$ cat src/rtl/cache_line_axi_ctrl.sv
// Cache-side sequencer for an AXI full-burst master: runs an optional victim
// writeback burst, then the refill burst, and returns the packed line with an error flag.
module cache_line_axi_ctrl #(
  parameter int ADDR_WIDTH = 32,
  parameter int DATA_WIDTH = 32,
  parameter int LINE_WORDS = 8
) (
  input  logic                             M_AXI_ACLK,
  input  logic                             M_AXI_ARESETN,
  input  logic                             req_valid,
  output logic                             req_ready,
  input  logic [ADDR_WIDTH-1:0]            req_refill_addr,
  input  logic                             req_wb,
  input  logic [ADDR_WIDTH-1:0]            req_wb_addr,
  input  logic [LINE_WORDS*DATA_WIDTH-1:0] req_wb_line,
  output logic                             resp_valid,
  output logic [LINE_WORDS*DATA_WIDTH-1:0] resp_line,
  output logic                             resp_err,
  output logic                             user_start,
  output logic                             user_rw,
  output logic [ADDR_WIDTH-1:0]            user_addr,
  output logic [7:0]                       user_len,
  output logic [DATA_WIDTH-1:0]            user_wdata,
  output logic                             user_wvalid,
  input  logic                             user_wready,
  input  logic [DATA_WIDTH-1:0]            user_rdata,
  input  logic                             user_rvalid,
  output logic                             user_rready,
  input  logic                             user_busy,
  input  logic                             user_done,
  input  logic                             user_error
);

  localparam int OFF = $clog2(LINE_WORDS * DATA_WIDTH / 8);
  localparam int CW  = $clog2(LINE_WORDS + 1);
  localparam int IW  = $clog2(LINE_WORDS);
  localparam logic [CW-1:0]         LW_C  = CW'(LINE_WORDS);
  localparam logic [ADDR_WIDTH-1:0] ALIGN = {ADDR_WIDTH{1'b1}} << OFF;

  typedef enum logic [2:0] {
    IDLE, WB_START, WB_DATA, RF_START, RF_DATA, RESP
  } state_t;

  state_t                               state, state_nxt;
  logic [ADDR_WIDTH-1:0]                wb_addr_q, rf_addr_q;
  logic [LINE_WORDS-1:0][DATA_WIDTH-1:0] wb_buf, rf_buf;
  logic [CW-1:0]                        wcnt, rcnt;
  logic                                 err_q;
  logic                                 w_fire, r_take, short_burst;
  logic [IW-1:0]                        widx, ridx;

  assign widx        = wcnt[IW-1:0];
  assign ridx        = rcnt[IW-1:0];
  assign w_fire      = user_wvalid && user_wready;
  assign r_take      = (state == RF_DATA) && user_rvalid && (rcnt < LW_C);
  // A beat arriving together with user_done still counts toward a full line.
  assign short_burst = (rcnt + CW'(r_take)) < LW_C;

  assign resp_line = rf_buf;
  assign user_len  = 8'(LINE_WORDS);

  // NOTE: state and datapath registers use non-blocking assignments so every
  // flop samples the pre-edge values, independent of process ordering.
  always_ff @(posedge M_AXI_ACLK or negedge M_AXI_ARESETN) begin
    if (!M_AXI_ARESETN) state <= IDLE;
    else                state <= state_nxt;
  end

  // NOTE: every output and next-state term gets a default before the case, so
  // no path through the block leaves a value unassigned and no latch is inferred.
  always_comb begin
    state_nxt   = state;
    req_ready   = 1'b0;
    resp_valid  = 1'b0;
    resp_err    = 1'b0;
    user_start  = 1'b0;
    user_rw     = 1'b0;
    user_addr   = '0;
    user_wvalid = 1'b0;
    user_wdata  = '0;
    user_rready = 1'b0;
    case (state)
      IDLE: begin
        req_ready = 1'b1;
        if (req_valid) state_nxt = req_wb ? WB_START : RF_START;
      end
      WB_START: begin
        if (!user_busy) begin
          user_start = 1'b1;
          user_addr  = wb_addr_q;
          state_nxt  = WB_DATA;
        end
      end
      WB_DATA: begin
        if (wcnt < LW_C) begin
          user_wvalid = 1'b1;
          user_wdata  = wb_buf[widx];
        end
        if (user_done) state_nxt = RF_START;
      end
      RF_START: begin
        if (!user_busy) begin
          user_start = 1'b1;
          user_rw    = 1'b1;
          user_addr  = rf_addr_q;
          state_nxt  = RF_DATA;
        end
      end
      RF_DATA: begin
        user_rready = 1'b1;
        if (user_done) state_nxt = RESP;
      end
      RESP: begin
        resp_valid = 1'b1;
        resp_err   = err_q;
        state_nxt  = IDLE;
      end
      default: state_nxt = IDLE;
    endcase
  end

  // NOTE: the line buffers are reset because resp_line exposes them directly
  // and stale words of a short refill must be deterministic after reset.
  always_ff @(posedge M_AXI_ACLK or negedge M_AXI_ARESETN) begin
    if (!M_AXI_ARESETN) begin
      wb_addr_q <= '0;
      rf_addr_q <= '0;
      wb_buf    <= '0;
      rf_buf    <= '0;
      wcnt      <= '0;
      rcnt      <= '0;
      err_q     <= 1'b0;
    end else begin
      case (state)
        IDLE: begin
          if (req_valid) begin
            wb_addr_q <= req_wb_addr & ALIGN;
            rf_addr_q <= req_refill_addr & ALIGN;
            wb_buf    <= req_wb_line;
            wcnt      <= '0;
            rcnt      <= '0;
            err_q     <= 1'b0;
          end
        end
        WB_DATA: begin
          if (w_fire)    wcnt  <= wcnt + CW'(1);
          if (user_done) err_q <= err_q | user_error;
        end
        RF_DATA: begin
          if (r_take) begin
            rf_buf[ridx] <= user_rdata;
            rcnt         <= rcnt + CW'(1);
          end
          if (user_done) err_q <= err_q | user_error | short_burst;
        end
        default: ;
      endcase
    end
  end

endmodule

$ cat config.mk
export PLATFORM = sky130hd
export DESIGN_NAME = cache_line_axi_ctrl
export DESIGN_NICKNAME = d
export VERILOG_FILES = /design/src/rtl/cache_line_axi_ctrl.sv
export SDC_FILE = /design/constraint.sdc
export NUM_CORES = 1
export LEC_CHECK = 0
export ABC_AREA = 1
export ABC_CLOCK_PERIOD_IN_PS = 5400
export BUFFER_PORTS_ARGS = -buffer_cell sky130_fd_sc_hd__buf_2
export CORE_UTILIZATION = 30
export CTS_CLUSTER_SIZE = 14
export DETAILED_ROUTE_END_ITERATION = 10
export GPL_TIMING_DRIVEN = 1
export HOLD_SLACK_MARGIN = 0.15
export PLACE_DENSITY_LB_ADDON = 0.3
export SLEW_MARGIN = 20
export SYNTH_ARGS = -nofsm -noshare
export SYNTH_HDL_FRONTEND = slang
export SYNTH_SLANG_ARGS = --single-unit
$ cat constraint.sdc
create_clock -name M_AXI_ACLK -period 5.4 [get_ports M_AXI_ACLK]
set_clock_uncertainty 0.15 [all_clocks]
set_input_delay 0.81 -clock M_AXI_ACLK [delete_from_list [all_inputs] [get_ports M_AXI_ACLK]]
set_output_delay 0.81 -clock M_AXI_ACLK [all_outputs]
set_load 0.01 [all_outputs]
Word level (Yosys, flattened, before mapping)
Cells that the tools add are included.
{"block": "totals", "ff_bits": 578, "output_inout_bits": 335, "word_cells": 95, "in_bits": 361}
{"block": "op_classes", "add_sub_neg": 3, "eq_ne": 12, "muxes": 35, "magnitude_cmp": 6, "n_bitwise": 2, "n_reduce_logical": 15}
{"cell": "$bwmux 256", "count": 1}
{"cell": "$mux 32", "count": 6}
{"cell": "$bmux 32 s3", "count": 1}
{"cell": "$demux 32 s3", "count": 1}
{"cell": "$pmux 32 s2", "count": 1}
{"cell": "$pmux 4 s2", "count": 2}
{"cell": "$mux 3", "count": 5}
{"cell": "$pmux 3 s5", "count": 1}
{"cell": "$ne 2x2->1 const B", "count": 7}
{"cell": "$lt 4x4->1 const B", "count": 3}
{"cell": "$mux 1", "count": 12}
{"cell": "$mux 4", "count": 3}
{"cell": "$add 4x1->4 const B", "count": 2}
{"cell": "$lt 3x4->1 const B", "count": 2}
{"cell": "$eq 3x2->1 const B", "count": 2}
{"cell": "$eq 3x3->1 const B", "count": 2}
{"cell": "$reduce_and 3->1", "count": 2}
{"cell": "$reduce_and 5->1", "count": 1}
{"cell": "$add 4x1->4", "count": 1}
{"cell": "$logic_and 1x1->1", "count": 4}
{"cell": "$reduce_and 2->1", "count": 2}
{"cell": "$reduce_and 4->1", "count": 1}
{"cell": "$reduce_bool 2->1", "count": 2}
{"cell": "$eq 3x1->1 const B", "count": 1}
{"cell": "7 further kinds", "count": 8}

Logic depth before layout (Yosys ltp)
Gate-level depths: netlist (run 1).
{"block": "logic_depth", "ltp_word": 8, "mapped_depth": 9, "depth_no_buf": 7}

Worst setup path before layout (run 1)
OpenSTA, ideal clock, no wires.
{"block": "synth_timing", "path_kind": "input-to-output", "from": "in user_busy", "to": "out user_addr[10]", "required_time_ps": 4440, "n_path_buf": 1, "path_stages": 4, "setup_slack_ps": 2575, "arrival_ps": 1865, "cell_sequence": "nor3_1 clkinv_1 buf_2 nor2_1"}
{"block": "synth_via", "elab_chain_cells": 2, "elab_cells_between_ends": 3, "classes_between": "mux (3)"}
{"element": "from (decl)", "line": "29", "text": "input logic user_busy,"}
{"element": "$mux 32 (on tied branches)", "line": "102, 88"}
{"element": "$pmux 32 s2 (*)", "line": "82", "text": "case (state)"}
{"element": "to (decl)", "line": "21", "text": "output logic [ADDR_WIDTH-1:0] user_addr,"}
Mark *: on every way between the ends. The rest lies on a longest branch, timed or not.

Final worst setup path (run 1)
{"block": "layout_timing", "from": "reg wcnt[1]", "to": "out user_wdata[25]"}
{"block": "layout_via", "elab_chain_cells": 4, "elab_cells_between_ends": 5, "classes_between": "order compare (1); mux (4)"}
{"element": "from (decl)", "line": "47", "text": "logic [CW-1:0] wcnt, rcnt;"}
{"element": "from (signal assigned)", "line": "146", "text": "if (w_fire) wcnt <= wcnt + CW'(1);"}
{"element": "$bmux 32 s3", "line": "97", "text": "user_wdata = wb_buf[widx];"}
{"element": "$mux 32 (implied by the code)", "line": "97"}
{"element": "$mux 32 (*)", "line": "95", "text": "if (wcnt < LW_C) begin"}
{"element": "$mux 32 (*)", "line": "82"}
{"element": "to (decl)", "line": "23", "text": "output logic [DATA_WIDTH-1:0] user_wdata,"}
Mark *: on every way between the ends. The rest lies on a longest branch, timed or not. The select of a mux whose other input is x is not followed.

==> results of run 1 <==
placed cells by master, fill, tap and decap left out, types with 2 or more instances in the layout:
cell type / n
clkbuf_8: 9
nand2_1: 1521
buf_12: 7
inv_16: 2
buf_2: 671
xnor2_1: 2
bufinv_16: 6
nand4_1: 6
inv_6: 3
dfrtp_1: 574
clkinv_2: 5
clkbuf_16: 71
diode_2: 23
nand2_4: 2
conb_1: 13
dfrtp_4: 2
nor2_1: 123
clkbuf_1: 18
o211ai_1: 32
buf_4: 26
nor3_1: 2
clkinvlp_4: 3
dfrtp_2: 2
a21oi_1: 61
clkinv_8: 2
ha_1: 2
inv_1: 238
o21ai_0: 259
nor2_4: 12
nand3_1: 108
worst max-delay path: stages (launching register included):
cell and delay (ns):
dfrtp_4 0.66, buf_4 0.78, o211ai_1 0.25, nand2_1 0.37
nor2_1 0.09, nor2_1 0.15, buf_2 0.15
repair_timing:
action,in CTS,in global routing
hold buffers,1,0
endpoints found under the hold margin,33,0
setup endpoints to repair,0,0
routing by layer:
layer  part of all wire  wire length [µm]  vias up  track usage
li1                   -                 -    10856            -
met5            0.00049                44        -            0
met1               0.44             39570    10421       0.2769
met3              0.059              5265      163      0.03475
met2               0.46             41230      793       0.3170
met4              0.035              3136        8      0.09513
synth_stat cells (2+ instances only):
library cell  number  area [µm²]
a21oi_1           61       305.3
buf_1              9       33.78
buf_2             60       300.3
buf_4             13       97.59
buf_6             24       270.3
clkbuf_1         117       439.2
conb_1             2       7.510
dfrtp_1          578       14460
ha_1               2       25.02
inv_1            239       897.1
nand2_1         1522        5713
nand2_4            2       22.52
nand3_1          108       540.5
nand4_1            6       37.54
nor2_1           124       465.5
nor2_4            11       123.9
nor3_1             2       10.01
o211ai_1          32       240.2
o21ai_0          259        1296
xnor2_1            2       17.52
area by class of cell:
class | instances | area (µm²)
fillers | 8750 | 51870
flip-flops and latches | 578 | 14470
multi-input cells | 2147 | 8880
repair buffers | 706 | 3719
clock buffers | 98 | 1968
well taps | 1080 | 1351
inverters | 241 | 905.9
clock inverters | 21 | 330.3
diodes | 23 | 57.56
flip-flops by register name (all words and copies together) (netlist names):
signal / count
err_q: 1
rcnt: 4
rf_addr_q: 27
wcnt: 4
wb_addr_q: 27
wb_buf: 256
resp_line: 256
state: 3
power groups by stage:
stage	logic [µW]	registers [µW]	clock network (µW)
finish	5310	6470	4800
global route	6060	6630	5090
CTS	5360	6460	4930
detailed placement	5340	6530	0
global placement	5280	6490	0
floorplan	3290	6480	0
worst min-delay path by stage:
stage	cells past startpoint	to	slack [ns]
3_3_place_gp	2	resp_line[218]	0.30
2_1_floorplan	2	wb_buf[0]	0.29
5_1_grt	3	rf_addr_q[14]	0.22
4_1_cts	3	rf_addr_q[14]	0.18
3_5_place_dp	2	resp_line[48]	0.30
6_report	3	rf_addr_q[14]	0.23
cell families (layout without fill, tap and decap cells):
group                    count (synthesis)  in the layout
adder cells (fa/ha/maj)                  2              2
buffers and inverters                  464           1066
AND/OR/NAND/NOR                       1777           1777
AO/OA/AOI/OAI                          353            353
other                                    2             36
XOR/XNOR                                 2              2
flip-flops                             578            578
stage by stage:
step / setup WS (ns) / power [µW] / hold WS [ns] / std cells
3_5_place_dp: 1.896 / 11870 / 0.3030 / 4751
2_1_floorplan: 2.575 / 9773 / 0.2866 / 3189
3_3_place_gp: 1.900 / 11760 / 0.2986 / 4751
4_1_cts: 1.228 / 16750 / 0.1830 / 4871
5_1_grt: 1.111 / 17780 / 0.2230 / 4892
6_report: 1.259 / 16580 / 0.2337 / 4894
==> impl_metrics.ini, run 1 <==
[run_status]
status = complete, no violations

[global_route]
globalRouteTotalUtil = 0.2040
gr-total-overflow = 0
grt_pass1_wl_um = 132900
antenna_found_initial = 30
grt_max_degree = 179
grt_pass1_vias = 21108

[clock_tree]
path_clk_slew_ns = 0.06
clockBufferDepth = 3
htree_levels = 3
clk_latency_ns = 0.60
cts_tree = built
post_cts_buffers = 0
clock_sink_count = 578
numCtsBuffers = 70
post_cts_resized = 0
cts_root_buf = clkbuf_16

[synth]
synth_edf_count = 0
synthArstFlopShare = 1.000
synth_compound_area_frac = 0.07298
netlist_area_mm2 = 0.02534
yosys.area_share.xor_xnor = 0.0006913
postSynthCellCount = 3178
synth_top_family_by_area = simple AND/OR/NAND/NOR gates
ys_ff_latch = 578
ys_types = 25
synthAdderAreaFrac = 0.0009876
muxShareOfSynthArea = 0
ys_warn_count = 0
synth-simple-area-share = 0.2735
ys_seq_area_frac = 0.5708
ys.flop_type = dfrtp_1
synth.avg_cell_area_um2 = 7.973

[critical_path]
rr_endpoint = wb_buf[45]
worst-r2r-cell-count = 7
r2r_setup_slack_ns = 2.28
worstSetupPathType = flip-flop to primary output
cp-startpoint = wcnt[1]
start_kind = flip-flop
cp.required_ns = 4.44
arrival_ns = 3.18
endpoint_kind = primary output
r2r-start = state[1]
worstPathMaxFanout = 75
cp-endpoint = user_wdata[25]

[cells_and_area]
final_nets = 4107
fin_util = 0.3792
layout-drive-gt1-share = 0.2184
area_delta_synth_final_pct = 25.05
design_area_mm2 = 0.03169

[floorplan]
rows = 106
die_h_um = 292.6
core_area_mm2 = 0.08356
die_area_mm2 = 0.08563
pin_count = 696
fp.dieW_um = 292.6
start_util = 0.3032

[place]
place_hpwl_um = 61560
gp_congestion = 0.8481
numPortBuffers = 672
place_area_mm2 = 0.02932

[sta]
relSlewSlack = 0.2491
period_share = 0.7669
finalHoldViolations = 0
tns_ns = 0
grt_setup_unrepaired = false
max_freq_ghz = 0.2415
finalSetupViolations = 0
tightest_slew_ns = 1.124
drv_slew = 0
period_minus_slack_ns = 4.141

[drt]
ant_nets = 0
route.detailed.drc = 0
vias_per_cell = 4.545
drt_first_iter_violations = 1633
routed_wl_um = 89250
firstDrtPassIters = 5
vias = 22241
wl_per_cell_um = 18.24

[power_and_ir_drop]
p_int_uw = 10380
pwr-share-seq = 0.390
p_switching_uw = 6198
p_sw_frac = 0.3739
ir_drop_uv = 258.2
power.leakage_uw = 0.01769
pwr-share-comb = 0.320
powerDensity_mw_per_mm2 = 523.2
p_clk_frac = 0.289

[worst_hold_path]
hold_path.class = input pin to flip-flop
min-delay-start = req_refill_addr[14]

[job]
maxCapViolations = 0
(Power assumes the default switching activity.)
==> inputs of run 2 (changes only) <==
--- a/config.mk
+++ b/config.mk
@@ -6,7 +6,7 @@
 export NUM_CORES = 1
 export LEC_CHECK = 0
 export ABC_AREA = 1
-export ABC_CLOCK_PERIOD_IN_PS = 5400
+export ABC_CLOCK_PERIOD_IN_PS = 4200
 export BUFFER_PORTS_ARGS = -buffer_cell sky130_fd_sc_hd__buf_2
 export CORE_UTILIZATION = 30
 export CTS_CLUSTER_SIZE = 14
==> constraint.sdc (replaced) <==
create_clock -name M_AXI_ACLK -period 4.2 [get_ports M_AXI_ACLK]
set_clock_uncertainty 0.15 [all_clocks]
set_input_delay 0.63 -clock M_AXI_ACLK [delete_from_list [all_inputs] [get_ports M_AXI_ACLK]]
set_output_delay 0.63 -clock M_AXI_ACLK [all_outputs]
set_load 0.01 [all_outputs]
==> run 2 against run 1 <==
Largest power group unchanged. Power increased by 30%. Combinational power is 35% higher. Critical endpoint is now user_wdata[30]. Hold slack got worse by 0.025 ns. Final cell count increased by 6.7%.
==> impl_metrics.ini, run 2 (synthesis results as in run 1) <==
[global_route]
globalRouteTotalUtil = 0.2134
grt_max_degree = 167
grt_pass1_wl_um = 140300
antenna_found_initial = 27
grt_pass1_vias = 23173
gr-total-overflow = 0

[power_and_ir_drop]
p_sw_frac = 0.3743
powerDensity_mw_per_mm2 = 615.5
pwr-share-seq = 0.386
ir_drop_uv = 520.6
p_switching_uw = 8038
p_clk_frac = 0.279
power.leakage_uw = 0.01904
p_int_uw = 13440
pwr-share-comb = 0.335

[clock_tree]
cts_root_buf = clkbuf_16
clockBufferDepth = 3
clk_latency_ns = 0.58
clock_sink_count = 578
post_cts_buffers = 0
post_cts_resized = 0
cts_tree = built
cts-hold-fix-buffers = 314
numCtsBuffers = 69
path_clk_slew_ns = 0.06
htree_levels = 3

[critical_path]
arrival_ns = 2.78
cp.required_ns = 3.42
max_stage_delay_ns = 0.51
worstSetupPathType = flip-flop to primary output
start_kind = flip-flop
endpoint_kind = primary output
path_delay_family = simple AND/OR/NAND/NOR gates
cp_cell_sequence = nor2_1, nand2_1, nor2_4, buf_4, nand2_1, nor2_1, buf_2
worstPathMaxFanout = 21
crit_slowest_cell = nor2_4
crit_buf_inv = 2

[floorplan]
rows = 106
pin_count = 696
die_h_um = 292.6
die_area_mm2 = 0.08563
fp.dieW_um = 292.6
start_util = 0.3032
core_area_mm2 = 0.08356

[drt]
firstDrtPassIters = 6
wl_per_cell_um = 17.81
ant_nets = 0
route.detailed.drc = 0
vias_per_cell = 4.564
vias = 23825
drt_first_iter_violations = 1688
routed_wl_um = 92970

[sta]
tns_ns = 0
finalSetupViolations = 0
max_freq_ghz = 0.2810
drv_slew = 0
period_minus_slack_ns = 3.559
tightest_slew_ns = 1.095
grt_setup_unrepaired = false
relSlewSlack = 0.2684
period_share = 0.8474
finalHoldViolations = 0

[cells_and_area]
mostFrequentLayoutCell = nand2_1
final_nets = 4428
final_cell_mix = 1521 x nand2_1, 671 x buf_2, 574 x dfrtp_1
area_delta_synth_final_pct = 37.68
fin_util = 0.4175
layout-drive-gt1-share = 0.2047
fillers = 8402

[place]
place_hpwl_um = 62130
gp_congestion = 0.8642
numPortBuffers = 672

[worst_hold_path]
hold_path.class = input pin to flip-flop

[job]
maxCapViolations = 0

[run_status]
status = complete, no violations
-- run 2: power groups by stage --
stage | Combinational, µW | Clock, µW | Sequential [µW]
detailed placement | 6930 | 0 | 8360
floorplan | 4230 | 0 | 8330
global route | 8160 | 6370 | 8490
finish | 7190 | 6000 | 8280
global placement | 6850 | 0 | 8310
CTS | 7210 | 6170 | 8270
-- run 2: through the flow --
step | area, µm² | setup slack [ns] | power (µW) | hold slack [ns] | std cells
final | 34880 | 0.6411 | 21470 | 0.2089 | 5220
after global routing | 34880 | 0.3923 | 23020 | 0.1821 | 5218
after CTS | 34820 | 0.5421 | 21660 | 0.1500 | 5193
after detailed placement | 29420 | 1.134 | 15290 | 0.3026 | 4760
after global placement | 29420 | 1.238 | 15160 | 0.2978 | 4760
after floorplan | 25380 | 1.735 | 12570 | 0.1844 | 3189
-- run 2: metal layers --
layer | vias to the layer above | share of wire | global-route usage
met5 | - | 0.00027 | 0
met3 | 227 | 0.054 | 0.02861
met1 | 11237 | 0.44 | 0.2890
met2 | 849 | 0.46 | 0.3356
met4 | 4 | 0.047 | 0.1054
li1 | 11508 | - | -
-- run 2: worst paths after layout --
path	from	to	slack [ns]	cells after the start
setup / recovery	state[0]	user_wdata[30]	0.64	7
max in group asynchronous	M_AXI_ARESETN	wcnt[0]	2.47	3
min in group asynchronous	M_AXI_ARESETN	resp_line[210]	0.48	2
setup reg to reg	state[1]	resp_line[183]	1.40	9
hold / removal	user_rdata[31]	resp_line[159]	0.21	3
hold reg to reg	resp_line[218]	resp_line[218]	0.31	2
-- run 2: cell type report --
cell class | instances | area [µm²] | area share
flip-flops and latches | 578 | 14470 | 0.4149
diodes | 27 | 67.56 | 0.001937
repair buffers | 1028 | 6957 | 0.1994
well taps | 1080 | 1351 | 0.03874
multi-input cells | 2147 | 8880 | 0.2545
clock inverters | 20 | 229.0 | 0.006564
clock buffers | 99 | 2021 | 0.05792
inverters | 241 | 905.9 | 0.02597
-- run 2: tightest hold or removal path: stages --
cell and delay (ns):
buf_2 0.17, nand2_1 0.08, nand2_1 0.04
